<file path="config.mk">
export PLATFORM = sky130hd
export DESIGN_NAME = reg_file_rd
export DESIGN_NICKNAME = d
export VERILOG_FILES = /design/src/rtl/datapath_pkg.sv /design/src/rtl/reg_array.sv /design/src/rtl/reg_file_rd.sv
export SDC_FILE = /design/constraint.sdc
export NUM_CORES = 1
export LEC_CHECK = 0
export BUFFER_PORTS_ARGS = -buffer_cell sky130_fd_sc_hd__buf_2
export CORE_UTILIZATION = 43
export DETAILED_ROUTE_END_ITERATION = 8
export PLACE_DENSITY_LB_ADDON = 0.15
export SLEW_MARGIN = 10
export SYNTH_ARGS = -nofsm -noshare
export SYNTH_HDL_FRONTEND = slang
export SYNTH_SLANG_ARGS = --single-unit
</file>
<file path="constraint.sdc">
create_clock -name i_clk -period 3.19 [get_ports i_clk]
set_input_delay 0.1595 -clock i_clk [delete_from_list [all_inputs] [get_ports i_clk]]
set_output_delay 0.1595 -clock i_clk [all_outputs]
set_load 0.01 [all_outputs]
</file>
<file path="src/rtl/datapath_pkg.sv">
// Shared datapath constants and the read-port state encoding for the register file.
package datapath_pkg;

    localparam int DATA_W = 16;
    localparam int ADDR_W = 4;
    localparam int NREGS  = 2 ** ADDR_W;

    typedef enum logic {
        RD_IDLE  = 1'b0,
        RD_VALID = 1'b1
    } rd_state_e;

endpackage

</file>
<file path="src/rtl/reg_array.sv">
// Register storage with one synchronous write port and two combinational read ports.
module reg_array #(
    parameter int DATA_W  = datapath_pkg::DATA_W,
    parameter int ADDR_W  = datapath_pkg::ADDR_W,
    parameter bit ZERO_R0 = 1'b0
) (
    input  logic              i_clk,
    input  logic              i_rst_n,
    input  logic              i_wr_en,
    input  logic [ADDR_W-1:0] i_wr_addr,
    input  logic [DATA_W-1:0] i_wr_data,
    input  logic [ADDR_W-1:0] i_ra_addr,
    input  logic [ADDR_W-1:0] i_rb_addr,
    output logic [DATA_W-1:0] o_ra_data,
    output logic [DATA_W-1:0] o_rb_data
);

    localparam int NumRegs = 2 ** ADDR_W;

    logic [DATA_W-1:0] r_regs [NumRegs];
    logic              w_wr_drop;

    // With a hardwired-zero R0, writes to address 0 are discarded.
    assign w_wr_drop = ZERO_R0 && (i_wr_addr == '0);

    always_ff @(posedge i_clk or negedge i_rst_n) begin
        if (!i_rst_n) begin
            for (int i = 0; i < NumRegs; i++) begin
                r_regs[i] <= '0;
            end
        end else if (i_wr_en && !w_wr_drop) begin
            r_regs[i_wr_addr] <= i_wr_data;
        end
    end

    assign o_ra_data = (ZERO_R0 && (i_ra_addr == '0)) ? '0 : r_regs[i_ra_addr];
    assign o_rb_data = (ZERO_R0 && (i_rb_addr == '0)) ? '0 : r_regs[i_rb_addr];

endmodule

</file>
<file path="src/rtl/reg_file_rd.sv">
// Register file with registered operand outputs, write-to-read bypass and stall coherence.
module reg_file_rd #(
    parameter int DATA_W  = datapath_pkg::DATA_W,
    parameter int ADDR_W  = datapath_pkg::ADDR_W,
    parameter bit ZERO_R0 = 1'b0
) (
    input  logic              i_clk,
    input  logic              i_rst_n,
    input  logic              i_rd_en,
    input  logic              i_stall,
    input  logic [ADDR_W-1:0] i_ra_addr,
    input  logic [ADDR_W-1:0] i_rb_addr,
    input  logic              i_wr_en,
    input  logic [ADDR_W-1:0] i_wr_addr,
    input  logic [DATA_W-1:0] i_wr_data,
    output logic [DATA_W-1:0] o_ra_data,
    output logic [DATA_W-1:0] o_rb_data,
    output logic              o_rd_valid
);

    import datapath_pkg::*;

    logic [DATA_W-1:0] w_ra_stored;
    logic [DATA_W-1:0] w_rb_stored;
    logic [DATA_W-1:0] w_ra_next;
    logic [DATA_W-1:0] w_rb_next;
    logic              w_coh_a;
    logic              w_coh_b;

    logic [DATA_W-1:0] r_ra_data;
    logic [DATA_W-1:0] r_rb_data;
    logic [ADDR_W-1:0] r_la;
    logic [ADDR_W-1:0] r_lb;
    rd_state_e         r_state;

    // True when the in-flight write should be forwarded to a port reading address a.
    function automatic logic fwd_hit(input logic [ADDR_W-1:0] a);
        return i_wr_en && (i_wr_addr == a) && !(ZERO_R0 && (a == '0));
    endfunction

    reg_array #(
        .DATA_W  (DATA_W),
        .ADDR_W  (ADDR_W),
        .ZERO_R0 (ZERO_R0)
    ) u_reg_array (
        .i_clk     (i_clk),
        .i_rst_n   (i_rst_n),
        .i_wr_en   (i_wr_en),
        .i_wr_addr (i_wr_addr),
        .i_wr_data (i_wr_data),
        .i_ra_addr (i_ra_addr),
        .i_rb_addr (i_rb_addr),
        .o_ra_data (w_ra_stored),
        .o_rb_data (w_rb_stored)
    );

    assign w_ra_next = fwd_hit(i_ra_addr) ? i_wr_data : w_ra_stored;
    assign w_rb_next = fwd_hit(i_rb_addr) ? i_wr_data : w_rb_stored;
    assign w_coh_a   = fwd_hit(r_la);
    assign w_coh_b   = fwd_hit(r_lb);

    // Stall takes priority over capture; held operands still track writes to their latched address.
    always_ff @(posedge i_clk or negedge i_rst_n) begin
        if (!i_rst_n) begin
            r_ra_data <= '0;
            r_rb_data <= '0;
            r_la      <= '0;
            r_lb      <= '0;
            r_state   <= RD_IDLE;
        end else if (i_stall) begin
            if (w_coh_a) r_ra_data <= i_wr_data;
            if (w_coh_b) r_rb_data <= i_wr_data;
        end else if (i_rd_en) begin
            r_ra_data <= w_ra_next;
            r_rb_data <= w_rb_next;
            r_la      <= i_ra_addr;
            r_lb      <= i_rb_addr;
            r_state   <= RD_VALID;
        end else begin
            r_state   <= RD_IDLE;
        end
    end

    assign o_ra_data  = r_ra_data;
    assign o_rb_data  = r_rb_data;
    assign o_rd_valid = (r_state == RD_VALID);

endmodule

</file>
# [After elaboration in Yosys (flattened, before gate mapping)]
# Index checks and enable logic that the tools add are counted.
[word_totals] reg_bits=297 inputBits=33 out_inout_bits=33 elab_cells=62
[classes] n_lt_le_gt_ge=4 n_eq_ne=6 n_mux=18 bitwise=4 reduce_logical=9
[ops] cell="bitwise mux 256 bit" n=1
[ops] cell="two-way mux 16 bit" n=13
[ops] cell="binary-select mux 16 bit (select 4 bit)" n=2
[ops] cell="demux 16 bit (select 4 bit)" n=1
[ops] cell="== test 4 bit" n=4
[ops] cell="greater-or-equal comparator 5 bit, second input constant" n=3
[ops] cell="NOT 4 -> 5 bit" n=3
[ops] cell="AND reduction 2 bit" n=3
[ops] cell="logical AND 1 bit" n=5
[ops] cell="less-than comparator 5 x 1 -> 1 bit, second input constant" n=1
[ops] cell="!= test 2 x 1 -> 1 bit, second input constant" n=2
[ops] cell="nonzero test 2 bit" n=1
[ops] cell="two-way mux 1 bit" n=1
[ops] cell="NOT 1 bit" n=1

# [Longest topological paths before layout]
# Gate-level depths: netlist of the first run.
[logic_depth] word_depth=7 depth_mapped=8 mapped_depth_nobuf=5

# [Cells and area by module]
# From an unflattened synthesis of the first run, not the netlist that was laid out.
[unflattened] cells_unflattened=1146 hier_area_um2=16452.0
[modules_own_cells] module="reg_array" n_inst=1 cells_each=849 area_per_inst_um2=13470.4 seq_area_each_um2=6406.1
[modules_own_cells] module="reg_file_rd" n_inst=1 cells_each=297 area_per_inst_um2=2981.6 seq_area_each_um2=1026.0

# [Least setup slack after synthesis of the first run]
# No wires, ideal clock.
[synth_timing] kind="input-to-reg" from="input port i_wr_addr[3]" to="register u_reg_array.r_regs[245] in the netlist's numbering" setup_time_ns=0.125 t_arrival_ns=1.482 t_required_ns=3.065 slack_ns=1.583 stages=6 n_path_buf=4 cell_sequence="buf_6 -> buf_6 -> or4_1 -> buf_2 -> buf_6 -> mux2_4"
[synth_via] elab_chain_len=6 word_cells_on_any_way=7 cone_classes="order compare: 2; mux: 3; bitwise: 1; reduce/logical: 1"
[synth_lines] item="from (decl)" line_no="reg_file_rd.sv:14" source="input logic [ADDR_W-1:0] i_wr_addr,"
[synth_lines] item="NOT 4 -> 5 bit (not written as such) (*)" line_no="reg_array.sv:32" source="r_regs[i_wr_addr] <= i_wr_data;"
[synth_lines] item="greater-or-equal comparator 5 bit (not written as such) or less-than comparator 5 x 1 -> 1 bit (tied branches)" line_no="reg_array.sv:32"
[synth_lines] item="logical AND 1 bit (not written as such)" line_no="reg_array.sv:32"
[synth_lines] item="two-way mux 16 bit (not written as such)" line_no="reg_array.sv:32"
[synth_lines] item="demux 16 bit (select 4 bit) (*)" line_no="reg_array.sv:32"
[synth_lines] item="bitwise mux 256 bit (*)" line_no="reg_array.sv:32"
[synth_lines] item="to (signal, indexed assignment)" line_no="reg_array.sv:32"
[synth_lines] item="to (decl)" line_no="reg_array.sv:20" source="logic [DATA_W-1:0] r_regs [NumRegs];"
# Every way passes the cells marked *; elsewhere a longest branch is shown, timed or not.
# A chain may end at the register's enable or synchronous reset.

# [Final worst setup path of the first run]
[layout_timing] from="input port i_wr_addr[3]" to="register r_ra_data[15] (netlist: o_ra_data[15])"
[layout_via] elab_chain_len=5 word_cells_on_any_way=9 cone_classes="eq/ne: 3; mux: 3; reduce/logical: 3"
[layout_lines] item="== test 4 bit" line_no="reg_file_rd.sv:38" source="return i_wr_en && (i_wr_addr == a) && !(ZERO_R0 && (a == '0));"
[layout_lines] item="logical AND 1 bit" line_no="reg_file_rd.sv:38"
[layout_lines] item="two-way mux 16 bit" line_no="reg_file_rd.sv:57" source="assign w_ra_next = fwd_hit(i_ra_addr) ? i_wr_data : w_ra_stored;"
[layout_lines] item="two-way mux 16 bit" line_no="reg_file_rd.sv:73" source="end else if (i_rd_en) begin"
[layout_lines] item="two-way mux 16 bit" line_no="reg_file_rd.sv:70" source="end else if (i_stall) begin"
[layout_lines] item="to (signal assigned)" line_no="reg_file_rd.sv:71" source="if (w_coh_a) r_ra_data <= i_wr_data;"
[layout_lines] item="to (signal assigned)" line_no="reg_file_rd.sv:74" source="r_ra_data <= w_ra_next;"
[layout_lines] item="to (decl)" line_no="reg_file_rd.sv:30" source="logic [DATA_W-1:0] r_ra_data;"
# Several ways; a longest one is shown, not always the timed one. The select of a mux whose other input is x is not followed.

==> metrics.md, run 1 <==
| Metric | Value |
|---|---|
| Status | finished, final reports clean |
| Worst Hold Class | primary input to register |
| Global-route wire length before repair | 68700 um |
| Bufs on Longest Clock Path | 3 |
| Total CTS buffers | 35 |
| RSZ-0062 raised after global routing | false |
| IO Pins | 66 |
| Critical path type | primary input to register |
| Setup Total Neg Slack | 0 ns |
| Largest net degree at the start of global routing | 114 |
| CTS sink count | 297 |
| Critical Path Source Type | primary input |
| Power density over cell area | 669 nW/um2 |
| Yosys Warn Count | 0 |
| CTS tree | done |
| DP Worst Slack | 0.650 ns |
| Routed wire length | 45300 um |
| GRT Resource Usage Total | 24.8% |
| Synth async-reset ratio | 100% |
| Initial antenna violation count | 3 |
| Max FO, Critical Path | 15 |
| Core area | 35800 um2 |
| Hold_sp | i_ra_addr[3] |
| Worst slew pin tran | 1.35 ns |
| Max-cap viol count | 0 |
| Total gr overflow | 0 |
| Highest Clock Rate | 0.496 GHz |
| Gp weighted congestion | 0.795 |
| Final setup fails | 0 |
| Hold Path Cell Cnt | 2 |
| Final hold violations | 0 |
| Slew HR | 9.89% |
| Min Tclk post-route | 2.01 ns |
| CTS resizes | 0 |
| Drt drc | 0 |
| Final setup margin | 1.18 ns |
| Starting Density | 44.1% |
| Per-cell routed wire length | 28.6 um |
| Mapped Cells | 1042 |
| DP Wirelength | 28100 um |
| Hold-fix buffers, CTS | 2 |
| FP Rows | 69 |
| Fin crit share | 63.2% |
| Via count of the routed design | 9849 |
| Worst Hold Slack | 0.0165 ns |
| Top cells by area, synth | dfrtp_1 47%, mux4_2 18%, mux2_2 17% |
| Syn_nets | 1075 |
| Vias in the first global route | 10400 |
| Hold endpoint | r_la[3]$_DFFE_PN0P_ |
| Die X | 194 um |
| Post-layout net count | 1134 |
| Die ar. | 37500 um2 |
| R2R cell count | 5 |
| Most frequent cells in the layout | 297 x dfrtp_1, 242 x mux2_2, 128 x mux4_2 |
| RR Startpoint | r_la[1]$_DFFE_PN0P_ |
| Post-CTS Setup Bufs | 0 |
| Worst EP arrival | 2.38 ns |
| DIE HEIGHT | 194 um |
| DRT antenna net count | 0 |
| Final clock skew | 0.0103 ns |
| Reg-to-reg critical path endpoint | o_ra_data[11]$_DFFE_PN0P_ |
| Syn Std Cell Area | 15800 um2 |
| FF+latch count, synth | 297 |
| Max-slew violation count | 0 |
| Clk_lat worst skew | 0.52 ns |
| Initial DRC Count | 592 |
| # diodes | 0 |
| Commonest non-fill, non-tap cell in the layout | dfrtp_1 |
| Post-Syn Area per Cell | 15.2 um2 |
| Clk slew on worst S/H paths | 0.06 ns |
| Post-synth EDFFs | 0 |
| Largest area contributor in the netlist | dfrtp_1 |
| Internal reg-to-reg setup slack | 1.29 ns |
| Seq/Total Area, Yosys | 47.1% |
| Data required, critical path | 3.56 ns |
| Synthesis-to-finish area growth | 12.9% |
| Netlist cell types | 31 |
| Port buffer count | 65 |
| Share of the synthesized area in the top cell type | 47.1% |
| Clk root buf | clkbuf_16 |
| First drt pass iteration count | 4 |
| Max VDD drop | 0.300 mV |
| Leak pwr | 7.47 nW |
| Crit end category | register |
| Ys flop type | dfrtp_1 |
| Share of layout cells above drive strength 1 | 53.1% |
| Htree depth | 2 |
| DR vias/cell | 6.21 |
| Final Util | 49.8% |
-- worst max-delay path, stage by stage --
cell	delay, ns
buf_2	0.45
xor2_1	0.23
nor3_2	0.07
nand3_1	0.08
and3b_1	1.01
buf_4	0.29
a221oi_1	0.08
-- layer usage --
| layer | GRT usage, % | wire (um) | share of wire (%) |
|---|---|---|---|
| met1 | 34.3 | 19800 | 44 |
| met2 | 40.4 | 21700 | 48 |
| met3 | 3.57 | 2270 | 5.0 |
| met4 | 8.56 | 1450 | 3.2 |
| met5 | 0 | 13 | 0.029 |
-- layout make-up --
| type | instances | area [um2] |
|---|---|---|
| clock buffer | 49 | 1020 |
| clock inverter | 11 | 133 |
| fill | 3073 | 18000 |
| multi-input combinational | 649 | 7820 |
| sequential | 297 | 7430 |
| tap | 461 | 577 |
| timing repair buffer | 118 | 848 |
-- report_power, final --
| part | internal (W) | switching (W) | leakage (nW) |
|---|---|---|---|
| registers | 0.00463 | 0.000613 | 3.63 |
| logic | 0.00159 | 0.00105 | 3.27 |
| clock network | 0.00247 | 0.00159 | 0.570 |
| total | 0.00868 | 0.00325 | 7.47 |
-- synthesized netlist by cell type, types with 4 or more instances --
cell / n
a221oi_2: 21
nand2_1: 6
clkbuf_1: 28
a221oi_1: 11
mux2_2: 242
mux2_4: 10
buf_6: 16
buf_2: 31
nor3_2: 6
buf_1: 4
a22o_1: 64
xor2_1: 12
buf_4: 17
nor2_2: 5
nor2_1: 99
nor2b_1: 5
dfrtp_1: 297
nand3_1: 6
mux2_1: 12
mux4_2: 128
xnor2_1: 4
-- logic make-up (layout without fill, tap and decap cells) --
logic type / after synthesis / in the layout / synth area share [%]
and+or+nand+nor: 141 / 141 / 4.37
muxes: 392 / 392 / 37.3
xor gates and xnor gates: 16 / 16 / 0.887
AOI/OAI and AO/OA: 100 / 100 / 6.66
DFF: 297 / 297 / 47.1
buffers and inverters: 96 / 178 / 3.69
-- how the worst max path moves through the flow --
stage | depth (start not counted) | startpoint | end | slack [ns]
CTS | 8 | i_stall | o_rb_data[1]$_DFFE_PN0P_ | 1.17
detailed placement | 7 | i_wr_addr[3] | o_ra_data[15]$_DFFE_PN0P_ | 0.65
finish | 7 | i_wr_addr[3] | o_ra_data[15]$_DFFE_PN0P_ | 1.18
floorplan | 6 | i_wr_addr[3] | u_reg_array.r_regs[245]$_DFFE_PN0P_ | 1.58
global placement | 7 | i_wr_addr[3] | o_ra_data[15]$_DFFE_PN0P_ | 0.80
global route | 8 | i_stall | o_rb_data[13]$_DFFE_PN0P_ | 1.05
-- through the flow --
stage | power [W] | instances | instance area (um2)
finish | 0.0119 | 1585 | 17800
global route | 0.0125 | 1585 | 17800
CTS | 0.0120 | 1585 | 17800
detailed placement | 0.00793 | 1523 | 16700
global placement | 0.00785 | 1523 | 16700
floorplan | 0.00712 | 1042 | 15800
-- flip-flops by register name (all words and copies together), names as in the netlist --
register and cells:
o_rd_valid 1, o_ra_data 16, r_lb 4, r_la 4
o_rb_data 16, u_reg_array.r_regs 256
Note: power is estimated with default switching activity, not from simulation.
==> inputs of run 2 (changes only) <==
ABC_AREA = 1   (was default)
clock period = 1.8 ns   (was 3.19 ns; I/O delays follow)
==> metrics.md, run 2 <==
| Metric | Value |
|---|---|
| Status | finished, final reports clean |
| Cells along the critical path | inv_1, nand2_1, nand2_1, nor2_1, a21oi_4, a21oi_1, nand2_1, nand2_1 |
| FF+latch count, synth | 297 (unchanged) |
| Met3 Use GR | 5.41% (+1.8 points) |
| Met2 Usage GRT | 48.3% (+8.0 points) |
| Via count of the routed design | 17300 (+76%) |
| List of most frequent post-synthesis cells | 925 x nand2_1, 490 x nand3_1, 297 x dfrtp_1 |
| Worst Hold Class | primary input to async pin |
| Post-Syn Area per Cell | 6.76 um2 (-55%) |
| Yosys Warn Count | 0 (unchanged) |
| IO Pins | 66 (unchanged) |
| CTS sink count | 297 (unchanged) |
| Max-cap viol count | 0 (unchanged) |
| Final setup margin | 0.124 ns (-1.05 ns) |
| GRT Resource Usage Total | 31.7% (+6.9 points) |
| Met1 GRT Util | 43.7% (+9.4 points) |
| Slew HR | 57.5% (+48 points) |
| Synthesis-to-finish area growth | 14.4% |
| Starting Density | 43.9% (-0.16 points) |
| FP Rows | 72 (+4.3%) |
| Total CTS buffers | 36 (+2.9%) |
| Seq pwr share | 41.3% (-2.6 points) |
| Share of layout cells above drive strength 1 | 8.71% (-44 points) |
| Total gr overflow | 0 (unchanged) |
| Largest stage delay on the critical path | 0.44 ns (-0.57 ns) |
| Post-synth EDFFs | 0 (unchanged) |
| DP Wirelength | 38600 um (+37%) |
| Placed cell area | 18100 um2 (+8.6%) |
| Drt drc | 0 (unchanged) |
| Die X | 201 um (+4.0%) |
| Internal reg-to-reg setup slack | 0.12 ns (-1.17 ns) |
| Slowest stage cell, crit path | nor2_1 |
| Port buffer count | 65 (unchanged) |
| Final hold violations | 0 (unchanged) |
| DP Worst Slack | 0.0921 ns (-0.558 ns) |
| R2R cell count | 8 (+3) |
| DIE HEIGHT | 201 um (+4.0%) |
| Largest register FFs | 256 (unchanged) |
| Ys flop type | dfrtp_1 |
| Core area | 38900 um2 (+8.6%) |
| Max-slew violation count | 0 (unchanged) |
| Final setup fails | 0 (unchanged) |
| Combinational power share | 23.4% (+1.3 points) |
| Power, Total | 0.0213 W (+79%) |
| Max FO, Critical Path | 16 (+1) |
| DR vias/cell | 5.62 (-9.6%) |
| Clk slew on worst S/H paths | 0.07 ns (about the same) |
| RR Startpoint | r_lb[2]$_DFFE_PN0P_ |
| Leak pwr | 9.97 nW (+33%) |
| Top cells by area, synth | dfrtp_1 43%, nand2_1 20%, nand3_1 14% |
| Post-layout net count | 2570 (+130%) |
| Most used cell, CP | nand2_1 |
| FF/Latch Area | 7430 um2 (unchanged) |
| Setup Total Neg Slack | 0 ns (unchanged) |
| Per-cell routed wire length | 20.6 um (-28%) |
| Die ar. | 40600 um2 (+8.2%) |
| Most frequent cells in the layout | 925 x nand2_1, 490 x nand3_1, 297 x dfrtp_1 |
| Critical path type | register to register |
| Fin crit share | 93.1% |
| Bufs on Longest Clock Path | 3 (unchanged) |
| Netlist cell types | 23 (-26%) |
| Share of the synthesized area in the top cell type | 43.5% (-3.6 points) |
| Final non-filler cell area | 19500 um2 (+9.6%) |
| RSZ-0062 raised after global routing | false |
| Commonest non-fill, non-tap cell in the layout | nand2_1 |
| Worst EP arrival | 2.16 ns (-0.22 ns) |
| Highest Clock Rate | 0.597 GHz |
| Min Tclk post-route | 1.68 ns |
| Reg-to-reg critical path endpoint | o_rb_data[7]$_DFFE_PN0P_ |
| Final clock skew | 0.0124 ns (+0.00216 ns) |
| Power share of the clock group | 35.3% (+1.3 points) |
| Sw Ratio | 32.8% (+5.6 points) |
| Worst slew pin tran | 0.636 ns (-0.716 ns) |
| Syn_nets | 2562 (+140%) |
| CTS tree | done |
| Int Pwr | 0.0143 W (+65%) |
| Final Util | 50.2% (+0.46 points) |
| CP endpoint | o_rb_data[7]$_DFFE_PN0P_ |
| Footprint of the multi-input gates | 7690 um2 (-1.7%) |
| Power density over cell area | 1090 nW/um2 (+63%) |
| Sw power | 0.00699 W (+120%) |
| Most numerous cell in the Yosys netlist | nand2_1 |
| Mapped Cells | 2529 (+140%) |
| Max VDD drop | 0.787 mV (+160%) |
| Clk_lat worst skew | 0.56 ns (+0.04 ns) |
| Gp weighted congestion | 0.881 (+11%) |
| CP startpoint | r_lb[2]$_DFFE_PN0P_ |
| Fillers | 3934 (+28%) |
| Routed wire length | 63500 um (+40%) |
| Clk root buf | clkbuf_16 |
| Crit end category | register |
| Global route hottest layer | met2 |
| Htree depth | 2 (unchanged) |
| Syn Std Cell Area | 17100 um2 (+8.2%) |
| Vias in the first global route | 16600 (+60%) |
| Global-route wire length before repair | 98800 um (+44%) |
| Seq/Total Area, Yosys | 43.5% (-3.6 points) |
| Largest Register | u_reg_array.r_regs |
| Initial DRC Count | 2154 (+260%) |
| Data required, critical path | 2.29 ns (-1.27 ns) |
| First drt pass iteration count | 6 (+2) |
| DRT antenna net count | 0 (unchanged) |
| Initial antenna violation count | 2 (-1) |
| Critical Path Source Type | register |
| Largest net degree at the start of global routing | 67 (-41%) |
| Synth async-reset ratio | 100% (unchanged) |
| Largest area contributor in the netlist | dfrtp_1 |
run 2: area by class of cell:
| class | count | share of cell area [%] |
|---|---|---|
| Multi-Input combinational cell | 1752 | 39.3 |
| Inverter | 298 | 5.75 |
| Clock buffer | 55 | 5.75 |
| Tap cell | 518 | 3.32 |
| Antenna cell | 1 | 0.0128 |
| Timing Repair Buffer | 152 | 7.42 |
| Sequential cell | 297 | 38.0 |
| Clock inverter | 6 | 0.410 |
run 2: worst min-delay path by stage:
| stage | from | endpoint | slack, ns | cells after the start |
|---|---|---|---|---|
| after global routing | i_rst_n | u_reg_array.r_regs[232]$_DFFE_PN0P_ | 0.04 | 2 |
| after floorplan | i_rst_n | o_ra_data[0]$_DFFE_PN0P_ | -0.21 | 0 |
| after CTS | i_rst_n | u_reg_array.r_regs[232]$_DFFE_PN0P_ | 0.02 | 2 |
| after detailed placement | i_rst_n | u_reg_array.r_regs[232]$_DFFE_PN0P_ | -0.009 | 1 |
| after global placement | i_rst_n | u_reg_array.r_regs[232]$_DFFE_PN0P_ | -0.01 | 1 |
| final | i_rst_n | u_reg_array.r_regs[232]$_DFFE_PN0P_ | 0.02 | 2 |
run 2: through the flow:
| step | hold WS (ns) | cells |
|---|---|---|
| after floorplan | -0.206 | 2529 |
| after global placement | -0.0108 | 2993 |
| after detailed placement | -0.00939 | 2993 |
| after CTS | 0.0221 | 3077 |
| after global routing | 0.0391 | 3078 |
| final | 0.0170 | 3079 |
run 2: kinds of logic after synthesis:
family                 after synthesis  synth area share (%)
AO/OA/AOI/OAI                      304                  8.99
buffers and inverters              481                  11.7
AND/OR/NAND/NOR                   1447                  35.9
flip-flops                         297                  43.5
run 2: repair_timing:
action                                 in CTS  in global routing
gates resized for setup                     0                  2
hold buffers                               23                  0
buffers inserted                            0                  0
setup endpoints to repair                   0                 16
endpoints found under the hold margin     399                  0
run 2: metal layers:
layer	wire [um]	share of wire [%]	vias to the layer above
li1	-	-	7980
met1	26600	42	8172
met2	27700	44	963
met3	5790	9.1	178
met4	3370	5.3	2
met5	12	0.019	-
run 2: power by group through the flow:
stage	clock network, W	logic (W)	registers, W
2_1_floorplan	0	0.00336	0.00872
3_3_place_gp	0	0.00476	0.00887
3_5_place_dp	0	0.00489	0.00889
4_1_cts	0.00760	0.00495	0.00879
5_1_grt	0.00787	0.00574	0.00894
6_report	0.00754	0.00500	0.00880
run 2: worst max-delay path, delay by kind of cell, from the launching register on:
kind	cells	cell delay (ns)
AND/OR/NAND/NOR	5	0.66
AO/OA/AOI/OAI	2	0.50
flip-flops	1	0.39
buffers and inverters	1	0.05
